==> src/rtl/exec_cc_stage_pkg.sv <==
// Shared Y86 execute-stage constants: ALU function codes, condition codes,
// CC register bit positions and the condition evaluation helper.
package exec_cc_stage_pkg;

    // ALU function codes (alu_fun)
    localparam logic [3:0] ALU_ADD = 4'd0;  // B + A
    localparam logic [3:0] ALU_SUB = 4'd1;  // B - A
    localparam logic [3:0] ALU_AND = 4'd2;
    localparam logic [3:0] ALU_XOR = 4'd3;

    // Condition function codes (cond_fun)
    localparam logic [3:0] COND_ALWAYS = 4'd0;
    localparam logic [3:0] COND_LE     = 4'd1;
    localparam logic [3:0] COND_L      = 4'd2;
    localparam logic [3:0] COND_E      = 4'd3;
    localparam logic [3:0] COND_NE     = 4'd4;
    localparam logic [3:0] COND_GE     = 4'd5;
    localparam logic [3:0] COND_G      = 4'd6;

    // CC register layout is {ZF, SF, OF}
    localparam int CC_ZF = 2;
    localparam int CC_SF = 1;
    localparam int CC_OF = 0;
    localparam logic [2:0] CC_RESET = 3'b100;

    function automatic logic alu_fun_legal(input logic [3:0] fun);
        return fun <= ALU_XOR;
    endfunction

    function automatic logic cond_fun_legal(input logic [3:0] fun);
        return fun <= COND_G;
    endfunction

    // Evaluate a condition against a CC value; illegal codes yield 0.
    function automatic logic cond_eval(input logic [2:0] cc, input logic [3:0] fun);
        logic zf;
        logic sf;
        logic of;
        logic res;
        zf = cc[CC_ZF];
        sf = cc[CC_SF];
        of = cc[CC_OF];
        case (fun)
            COND_ALWAYS: res = 1'b1;
            COND_LE:     res = (sf ^ of) | zf;
            COND_L:      res = sf ^ of;
            COND_E:      res = zf;
            COND_NE:     res = !zf;
            COND_GE:     res = !(sf ^ of);
            COND_G:      res = !(sf ^ of) & !zf;
            default:     res = 1'b0;
        endcase
        return res;
    endfunction

endpackage

==> src/rtl/alu64_core.sv <==
// Combinational 64-bit Y86 ALU producing the result and the flags it would
// write into CC. Illegal function codes give a zero result and OF=0.
module alu64_core
    import exec_cc_stage_pkg::*;
(
    input  logic [63:0] a,
    input  logic [63:0] b,
    input  logic [3:0]  fun,
    output logic [63:0] result,
    output logic        zf,
    output logic        sf,
    output logic        of
);

    // Compute the wrap-around result and the signed-overflow flag.
    always_comb begin
        result = '0;
        of     = 1'b0;
        case (fun)
            ALU_ADD: begin
                result = b + a;
                of     = (a[63] == b[63]) && (result[63] != b[63]);
            end
            ALU_SUB: begin
                result = b - a;
                of     = (a[63] != b[63]) && (result[63] != b[63]);
            end
            ALU_AND: result = b & a;
            ALU_XOR: result = b ^ a;
            default: begin
                result = '0;
                of     = 1'b0;
            end
        endcase
    end

    assign zf = (result == 64'd0);
    assign sf = result[63];

endmodule

==> src/rtl/exec_cc_stage.sv <==
// Y86 execute stage: one-entry result register behind a valid/ready
// handshake, the {ZF,SF,OF} condition-code register and condition logic.
module exec_cc_stage
    import exec_cc_stage_pkg::*;
(
    input  logic        clk,
    input  logic        rst_n,
    input  logic        in_valid,
    output logic        in_ready,
    input  logic [63:0] alu_a,
    input  logic [63:0] alu_b,
    input  logic [3:0]  alu_fun,
    input  logic        set_cc,
    input  logic [3:0]  cond_fun,
    output logic        out_valid,
    input  logic        out_ready,
    output logic [63:0] val_e,
    output logic        cnd,
    output logic        err,
    output logic [2:0]  cc
);

    // Handshake: a transfer happens on a rising edge where valid and ready
    // are both high. The producer keeps valid and data stable until then;
    // ready never depends on valid. The result register may refill on the
    // same edge it is drained, so in_ready is (!out_valid | out_ready).

    logic [63:0] alu_result;
    logic        alu_zf;
    logic        alu_sf;
    logic        alu_of;
    logic        alu_ok;
    logic        cond_ok;
    logic        accept;
    logic        retire;

    alu64_core u_alu (
        .a      (alu_a),
        .b      (alu_b),
        .fun    (alu_fun),
        .result (alu_result),
        .zf     (alu_zf),
        .sf     (alu_sf),
        .of     (alu_of)
    );

    assign alu_ok   = alu_fun_legal(alu_fun);
    assign cond_ok  = cond_fun_legal(cond_fun);
    assign in_ready = !out_valid || out_ready;
    assign accept   = in_valid && in_ready;
    assign retire   = out_valid && out_ready;

    // Result register, condition outcome and CC update on accept.
    always_ff @(posedge clk or negedge rst_n) begin
        if (!rst_n) begin
            out_valid <= 1'b0;
            val_e     <= '0;
            cnd       <= 1'b0;
            err       <= 1'b0;
            cc        <= CC_RESET;
        end else if (accept) begin
            out_valid <= 1'b1;
            val_e     <= alu_ok ? alu_result : 64'd0;
            // Condition sees CC as it was before this operation.
            cnd       <= cond_ok ? cond_eval(cc, cond_fun) : 1'b0;
            err       <= !alu_ok || !cond_ok;
            if (set_cc && alu_ok) begin
                cc[CC_ZF] <= alu_zf;
                cc[CC_SF] <= alu_sf;
                cc[CC_OF] <= alu_of;
            end
        end else if (retire) begin
            out_valid <= 1'b0;
        end
    end

endmodule
==> config.mk <==
export PLATFORM = sky130hd
export DESIGN_NAME = exec_cc_stage
export DESIGN_NICKNAME = d
export VERILOG_FILES = /design/src/rtl/exec_cc_stage_pkg.sv /design/src/rtl/alu64_core.sv /design/src/rtl/exec_cc_stage.sv
export SDC_FILE = /design/constraint.sdc
export NUM_CORES = 1
export LEC_CHECK = 0
export ABC_AREA = 1
export CAP_MARGIN = 20
export CORE_MARGIN = 1
export CORE_UTILIZATION = 33
export DETAILED_ROUTE_END_ITERATION = 10
export HOLD_SLACK_MARGIN = 0.12
export REMOVE_ABC_BUFFERS = 1
export SETUP_SLACK_MARGIN = 0.1
export SYNTH_ARGS = -nofsm -noshare
export SYNTH_HDL_FRONTEND = slang
export SYNTH_HIERARCHICAL = 1
export SYNTH_SLANG_ARGS = --single-unit
==> constraint.sdc <==
create_clock -name clk -period 1.3 [get_ports clk]
set_input_delay 0.26 -clock clk [delete_from_list [all_inputs] [get_ports clk]]
set_output_delay 0.26 -clock clk [all_outputs]
set_load 0.03 [all_outputs]
==> results of run 1 <==
[per-stage QoR]
| stage | hold slack (ns) | utilization [%] | area [sq um] |
|---|---|---|---|
| 2_1_floorplan | -0.0356 | - | 16700 |
| 3_3_place_gp | 0.222 | 49.5 | 25600 |
| 3_5_place_dp | 0.227 | 49.5 | 25600 |
| 4_1_cts | 0.387 | 61.6 | 31800 |
| 5_1_grt | 0.429 | 67.9 | 35100 |
| 6_report | 0.389 | 67.9 | 35100 |
[cells in the final DEF, fill, tap and decap left out, types with 14 or more instances in the layout]
| cell | Yosys | final |
|---|---|---|
| nand2_2 | 50 | 371 |
| buf_2 | 28 | 30 |
| o21ai_0 | 56 | 20 |
| clkbuf_2 | 0 | 17 |
| nand4_1 | 43 | 43 |
| nand2_4 | 7 | 161 |
| ha_1 | 128 | 52 |
| o22ai_1 | 52 | 49 |
| nor2_4 | 23 | 166 |
| a21oi_4 | 0 | 28 |
| inv_1 | 703 | 493 |
| buf_8 | 0 | 34 |
| inv_4 | 0 | 44 |
| nand2_1 | 1125 | 638 |
| nor2_2 | 80 | 86 |
| nand3_4 | 1 | 43 |
| buf_4 | 26 | 730 |
| nand3_1 | 258 | 121 |
| dfrtp_1 | 69 | 66 |
| o21ai_1 | 3 | 21 |
| o21ai_2 | 1 | 14 |
| inv_2 | 42 | 204 |
| nand3b_1 | 15 | 15 |
| buf_12 | 0 | 60 |
| a21oi_1 | 114 | 40 |
| buf_6 | 33 | 291 |
| nand3_2 | 17 | 112 |
| a21oi_2 | 8 | 54 |
| nor2_1 | 244 | 95 |
| a22o_1 | 64 | 64 |
| ha_4 | 0 | 65 |
[routing by layer]
| layer | vias to the layer above | GRT usage [%] | part of all wire [%] |
|---|---|---|---|
| li1 | 12240 | - | - |
| met1 | 12239 | 47.7 | 41 |
| met2 | 1268 | 54.9 | 44 |
| met3 | 305 | 6.09 | 9.9 |
| met4 | 4 | 12.0 | 4.3 |
| met5 | - | 1.93 | 0.15 |
[critical path, delay by kind of cell]
family	cells	cell delay [ns]
adder cells (fa/ha/maj)	1	0.24
AND/OR/NAND/NOR	17	2.04
buffers and inverters	4	0.49
[flip-flops by register name, summed over array words and instances, names as in the netlist]
register and flops:
cc 3, out_valid 1, val_e 64, cnd 1
err 1
[cell type report]
cell class	instances	area share [%]
Tap cell	680	2.42
Inverter	748	8.37
Timing Repair Buffer	1204	31.8
Multi-Input combinational cell	2357	51.5
Sequential cell	70	5.00
Clock buffer	11	0.719
Clock inverter	5	0.164
[where the power goes]
part	total (W)	internal (W)	switching, W
clock network	0.00255	0.00158	0.000965
registers	0.00234	0.00226	0.0000743
logic	0.0152	0.00683	0.00840
[final timing paths]
kind / depth (start not counted) / startpoint / end / slack [ns]
max reg2reg: 5 / out_valid / val_e[58] / 0.01
min reg2reg: 1 / val_e[28] / val_e[28] / 0.50
max in group asynchronous: 3 / rst_n / val_e[39] / 0.45
min: 2 / rst_n / val_e[3] / 0.39
max: 22 / alu_b[38] / cc[2] / -1.45
min in group clk: 6 / out_ready / out_valid / 0.43
[repair_timing]
| action | 4_1_cts | 5_1_grt |
|---|---|---|
| setup buffers | 163 | 155 |
| pin swaps | 493 | 483 |
| endpoints found under the hold margin | 23 | 0 |
| endpoints found under the setup margin | 89 | 98 |
| gates cloned | 0 | 3 |
| hold buffers | 1 | 0 |
| resized for setup | 1817 | 766 |
[logic make-up after synthesis]
logic type      count (synthesis)  synth area share [%]
simple gates                 1909                  48.7
fa+ha+maj                     130                  9.42
compound gates                313                  11.2
buf+inv                       846                  20.4
flops                          70                  10.1
xor+xnor                        5                 0.251
==> results by group, run 1 <==
Outcome
  – Status: finished, violations left
  – Failing checks: negative setup slack

Routing
  – Iteration-0 DRC Markers: 2,634
  – Wire length per cell: 19.8 um
  – Total number of vias: 26,056
  – Final antenna-violating net count: 0
  – Drt first pass iters: 6
  – Drt via density: 5.13
  – Remaining DRCs: 0
  – Final WL: 100,000 um

Place
  – Pre-CTS setup slack: -2.52 ns
  – Port Buf Inserts: 211
  – DP HPWL: 77,900 um
  – Final Wtd Congestion: 1.07
  – Placed cells: 4,801

Synthesis
  – Top_reg_cell synth: dfrtp_1
  – EDFF count, synth: 0
  – Cell variety after synth: 50
  – Count leader, synth: nand2_1
  – Post-Syn Instances: 3,273
  – Share of the synthesized area in the top cell type: 24.2%
  – Yosys reg bits: 70
  – Synth Area per Inst: 5.33 sq um
  – Yosys top cell by area: nand2_1
  – Post-synth top cells: 1,125 x nand2_1, 703 x inv_1, 258 x nand3_1
  – Yosys warning count: 6
  – Syn Std Cell Area: 17,400 sq um
  – Area contributors post-synth: nand2_1 24%, inv_1 15%, dfrtp_1 9.9%
  – Ys async rst share: 100%
  – Seq/Total Area, Yosys: 10.1%

STA
  – Setup Viol. Count Final: 68
  – Worst Tran Pin Value: 0.524 ns
  – Worst Slack Setup Final: -1.45 ns
  – Final period utilization: 212%
  – Unrepaired setup endpoints after global routing: true
  – Fmax: 363 MHz
  – Final setup TNS: -59.04 ns
  – Max-Slew Margin vs Limit: 65.0%
  – Clock Skew: 0.00917 ns
  – Final hold violations: 0
  – Crit path time final: 2.75 ns
  – Final Max Slew Viols: 0

GRT
  – Largest net degree at the start of global routing: 41
  – Total grt overflow: 0
  – Initial antenna violation count: 1
  – First-pass GRT wire length: 143,000 um
  – Vias in the first global route: 24,460
  – Total track usage: 35.0%

Clocking
  – Clk pin slew, worst setup/hold paths: 0.06 ns
  – CTS Root Cell: clkbuf_16
  – CTS tree: yes
  – Max clock buf depth: 2
  – Sink Count: 70
  – CTS H-Tree Depth: 3
  – CTS Buf Count: 9
  – Worst skew pair latency: 0.35 ns

Setup path
  – CP startpoint kind: input port
  – Slowest stage cell on the critical path: nor3_4
  – Kind of critical path: input port to register
  – Maximum single-stage delay on the critical path: 0.34 ns
  – CP required: 1.60 ns
  – Crit-path max FO: 4
  – Worst path cell trace: buf_8 > ha_4 > buf_6 > buf_6 > nor2_4 > nand2_4 > nor3_4 > buf_6 > nand2_4 > nor2_4 > nand2_4 > nand3_2 > nand2_2 > nand3_2 > nand3_4 > nor2_4 > nand3_4 > nor2_2 > nand3_2 > nor2_2 > nand3_1 > nand2_1
  – Crit path DAT: 3.05 ns
  – Worst Setup End Kind: register

Floorplan
  – Num rows: 83
  – Core area: 51,700 sq um
  – Initial core utilization: 33.7%
  – Die area: 53,700 sq um
  – Chip height: 232 um
  – Die width: 232 um
  – I/O pin cnt: 212

Power
  – Leak: 18.8 nW
  – Pwr Total: 0.0201 W
  – Pwr/cell area: 573 nW/um^2
  – Max IR drop VDD: 0.469 mV

Final layout
  – Layout area overhead: 102%
  – N_diodes: 0
  – FF+latch area: 1760 sq um
  – Filler cells: 4,277
  – Final Non-Filler Cells: 5,075
  – Share of cells above drive strength 1: 59.6%
  – Multi-input logic area: 18,100 sq um
  – Final #Nets: 4,661

Min path
  – Hold Path Class: input port to async pin

Flow run
  – MaxCap Viol Count: 0
(Power assumes the default switching activity.)
==> inputs of run 2 (changes only) <==
- PLACE_DENSITY: unset -> 0.57
==> results by group, run 2 (synthesized netlist as in run 1, its figures left out) <==
Place
  – Final Wtd Congestion: 1.03 (-3.6%)
  – Pre-CTS setup slack: -2.52 ns (+0.00445 ns)
  – DP HPWL: 80,300 um (+3.0%)
  – Port Buf Inserts: 211 (unchanged)
  – Placed Area: 26,000 sq um (+1.6%)

Final layout
  – Most common cell after layout, fill and taps aside: buf_4
  – Largest Register: val_e
  – Design area: 33,700 sq um (-4.2%)
  – Filler cells: 4,764 (+11%)
  – Share of cells above drive strength 1: 55.3% (-4.3 points)
  – Commonest cells after routing, fill and taps aside: 807 x buf_4, 725 x nand2_1, 531 x inv_1
  – Final #Nets: 4,656 (-0.11%)
  – Post-layout util: 65.1% (-2.9 points)
  – Largest regs: val_e: 64 flops, cc: 3 flops
  – Layout area overhead: 93.1%
  – Max reg flops: 64 (unchanged)

Power
  – Pwr/cell area: 576 nW/um^2 (+0.50%)
  – Leak: 18.4 nW (-2.3%)
  – Max IR drop VDD: 0.743 mV (+58%)

Floorplan
  – Initial core utilization: 33.7% (unchanged)
  – Die width: 232 um (unchanged)
  – Num rows: 83 (unchanged)
  – Die area: 53,700 sq um (unchanged)
  – Core area: 51,700 sq um (unchanged)
  – Chip height: 232 um (unchanged)
  – I/O pin cnt: 212 (unchanged)

Clocking
  – Worst skew pair latency: 0.33 ns (-0.02 ns)
  – CTS tree: yes
  – Max clock buf depth: 2 (unchanged)
  – Sink Count: 70 (unchanged)
  – Clk pin slew, worst setup/hold paths: 0.06 ns (about the same)
  – CTS Buf Count: 9 (unchanged)
  – CTS Root Cell: clkbuf_16
  – CTS H-Tree Depth: 3 (unchanged)

STA
  – Max-Slew Margin vs Limit: 64.1% (-0.93 points)
  – Unrepaired setup endpoints after global routing: true
  – Fmax: 371 MHz (+2.2%)
  – Worst Tran Pin Value: 0.538 ns (+0.0140 ns)
  – Final Max Slew Viols: 0 (unchanged)
  – Clock Skew: 0.00633 ns (-0.00285 ns)
  – Final hold violations: 0 (unchanged)
  – Crit path time final: 2.69 ns (-0.0587 ns)
  – Worst Slack Setup Final: -1.39 ns (+0.0587 ns)
  – Setup Viol. Count Final: 67 (-1.5%)
  – Final period utilization: 207% (-4.5 points)

GRT
  – Largest net degree at the start of global routing: 33 (-20%)
  – First-pass GRT wire length: 142,000 um (-0.13%)
  – Total track usage: 35.3% (+0.26 points)
  – Total grt overflow: 0 (unchanged)
  – Vias in the first global route: 24,324 (-0.56%)
  – Initial antenna violation count: 1 (unchanged)

Routing
  – Total number of vias: 25,315 (-2.8%)
  – Iteration-0 DRC Markers: 2,301 (-13%)
  – Remaining DRCs: 0 (unchanged)
  – Final WL: 97,900 um (-2.4%)
  – Final antenna-violating net count: 0 (unchanged)
  – Wire length per cell: 19.3 um (-2.3%)
  – Drt first pass iters: 8 (+2)
  – Drt via density: 4.99 (-2.8%)

Outcome
  – Status: finished, violations left
  – Failing checks: negative setup slack

Setup path
  – Worst path cell trace: buf_8 > buf_6 > ha_4 > fa_2 > nor2_4 > nor2_4 > o21ai_4 > nand2_2 > nand2_4 > nand2_2 > nand2_2 > nand2_1 > nand3_1 > nand2_1 > nor2_2 > buf_6 > buf_6 > buf_4 > buf_6 > buf_6 > buf_6 > buf_6 > inv_2 > a22o_1
  – CP bufs+invs: 10 (+6)
  – CP startpoint kind: input port
  – CP required: 1.52 ns (-0.08 ns)
  – Maximum single-stage delay on the critical path: 0.41 ns (+0.07 ns)
  – Crit path DAT: 2.91 ns (-0.14 ns)
  – Kind of critical path: input port to register
  – Crit-path max FO: 3 (-1)
  – Crit-path leading delay family: buffers and inverters
  – Crit path top cell by count: buf_6
  – Slowest stage cell on the critical path: fa_2
  – Worst Setup End Kind: register

Min path
  – Hold Path Class: input port to async pin

Flow run
  – MaxCap Viol Count: 0 (unchanged)
run 2: changes by cell type in the layout (fill, tap and decap cells not counted), moves of 26 or more:
| cell | delta |
|---|---|
| buf_6 | -93 |
| nand2_1 | +87 |
| buf_4 | +77 |
| nand2_2 | -70 |
| inv_1 | +38 |
| buf_2 | +35 |
| nand3_1 | +35 |
| inv_4 | -31 |
| nand3_2 | -28 |
| buf_8 | -26 |
run 2: report_power, final:
| part | switching [W] | internal [W] | leakage (nW) | total [W] |
|---|---|---|---|---|
| logic | 0.00810 | 0.00656 | 17.3 | 0.0147 |
| clock network | 0.000906 | 0.00148 | 0.146 | 0.00239 |
| registers | 0.0000763 | 0.00226 | 0.959 | 0.00234 |
| total | 0.00908 | 0.0103 | 18.4 | 0.0194 |
run 2: worst register-to-register path: stages (launching register included):
cell,delay (ns)
dfrtp_1,0.38
nand2_4,0.08
nand2_4,0.12
nor2_4,0.06
buf_12,0.15
buf_4,0.15
a22o_1,0.21
run 2: worst paths after layout:
| path | to | slack [ns] | cells after the start | start |
|---|---|---|---|---|
| max | val_e[32] | -1.39 | 24 | alu_a[0] |
| min | val_e[1] | 0.39 | 2 | rst_n |
| max reg2reg | val_e[29] | 0.05 | 6 | out_valid |
| min reg2reg | cnd | 0.47 | 2 | cnd |
| max in group asynchronous | val_e[18] | 0.39 | 3 | rst_n |
| min in group clk | out_valid | 0.44 | 5 | out_ready |
run 2: layer usage:
metal	part of all wire [%]	global-route usage (%)
met5	0	0
met4	3.6	11.5
met3	8.6	5.32
met2	44	55.6
met1	44	48.6
run 2: cell type report:
cell class                 instances  area, sq um  share of cell area [%]
antenna                            1         2.50                 0.00744
clock buffer                      10          229                   0.680
clock inverter                     6         62.6                   0.186
inverter                         748         2850                    8.48
multi-input combinational       2357        17500                    51.9
sequential                        70         1750                    5.21
tap                              680          851                    2.53
timing repair buffer            1199        10400                    31.0
run 2: stage by stage:
step | instances | setup TNS (ns) | hold slack (ns) | power [W]
after floorplan | 3175 | -71.87 | -0.0356 | 0.00706
after global placement | 4856 | -125.33 | 0.223 | 0.0127
after detailed placement | 4856 | -126.80 | 0.221 | 0.0127
after CTS | 5004 | -60.22 | 0.407 | 0.0179
after global routing | 5070 | -68.26 | 0.440 | 0.0204
final | 5071 | -63.04 | 0.394 | 0.0194
run 2: repair_timing:
item | CTS | global route
setup endpoints to repair | 80 | 84
resized for setup | 1650 | 481
endpoints found under the hold margin | 27 | 0
pin swaps | 448 | 297
hold buffers | 1 | 0
buffers inserted | 139 | 76
==> inputs of run 3 (changes only) <==
- CORE_UTILIZATION: 33 -> 55
- PLACE_DENSITY: 0.57 -> 0.84
==> results by group, run 3 <==
Clocking
  – CTS Root Cell: clkbuf_16
  – CTS H-Tree Depth: 3 (unchanged)
  – Max clock buf depth: 2 (unchanged)
  – CTS Buf Count: 9 (unchanged)
  – Setup Buffers After CTS: 197 (+42%)
  – Sink Count: 70 (unchanged)
  – Post-cts hold buffer count: 1 (unchanged)
  – Post-CTS sizing: 1,936 (+17%)

Synthesis
  – Count leader, synth: nand2_1
  – Syn Std Cell Area: 17,400 sq um (unchanged)
  – Synth Area per Inst: 5.33 sq um (unchanged)
  – Yosys top cell by area: nand2_1
  – Cell variety after synth: 50 (unchanged)
  – Area contributors post-synth: nand2_1 24%, inv_1 15%, dfrtp_1 9.9%
  – EDFF count, synth: 0 (unchanged)
  – Yosys reg bits: 70 (unchanged)
  – Top_reg_cell synth: dfrtp_1
  – Seq/Total Area, Yosys: 10.1% (unchanged)
  – Post-Syn Instances: 3,273 (unchanged)
  – Post-synth top cells: 1,125 x nand2_1, 703 x inv_1, 258 x nand3_1
  – Share of the synthesized area in the top cell type: 24.2% (unchanged)
  – Ys async rst share: 100% (unchanged)
  – Yosys warning count: 6 (unchanged)

Place
  – DP HPWL: 67,600 um (-16%)
  – Final Wtd Congestion: 1.22 (+19%)
  – Placed Area: 24,200 sq um (-7.0%)
  – Port Buf Inserts: 211 (unchanged)

Floorplan
  – Die width: 180 um (-22%)
  – Chip height: 180 um (-22%)
  – Num rows: 64 (-23%)
  – Initial core utilization: 56.4% (+23 points)
  – I/O pin cnt: 212 (unchanged)

Outcome
  – Status: aborted with a tool error
  – Error msg: [ERROR DPL-0033] detailed placement checks failed during check placement.
  – Stopped at: clock tree synthesis (4_1_cts)
## run 3: per-stage QoR
| step | util (%) | setup slack, ns | instances |
|---|---|---|---|
| after detailed placement | 78.3 | -2.38 | 4393 |
| after global placement | 78.3 | -2.25 | 4393 |
| after floorplan | - | -1.68 | 3175 |
## run 3: cells by family after synthesis
logic type | Yosys count | share of synthesized area (%)
and+or+nand+nor | 1909 | 48.7
buffers and inverters | 846 | 20.4
AOI/OAI and AO/OA | 313 | 11.2
adders and majority gates | 130 | 9.42
DFF | 70 | 10.1
xor gates and xnor gates | 5 | 0.251
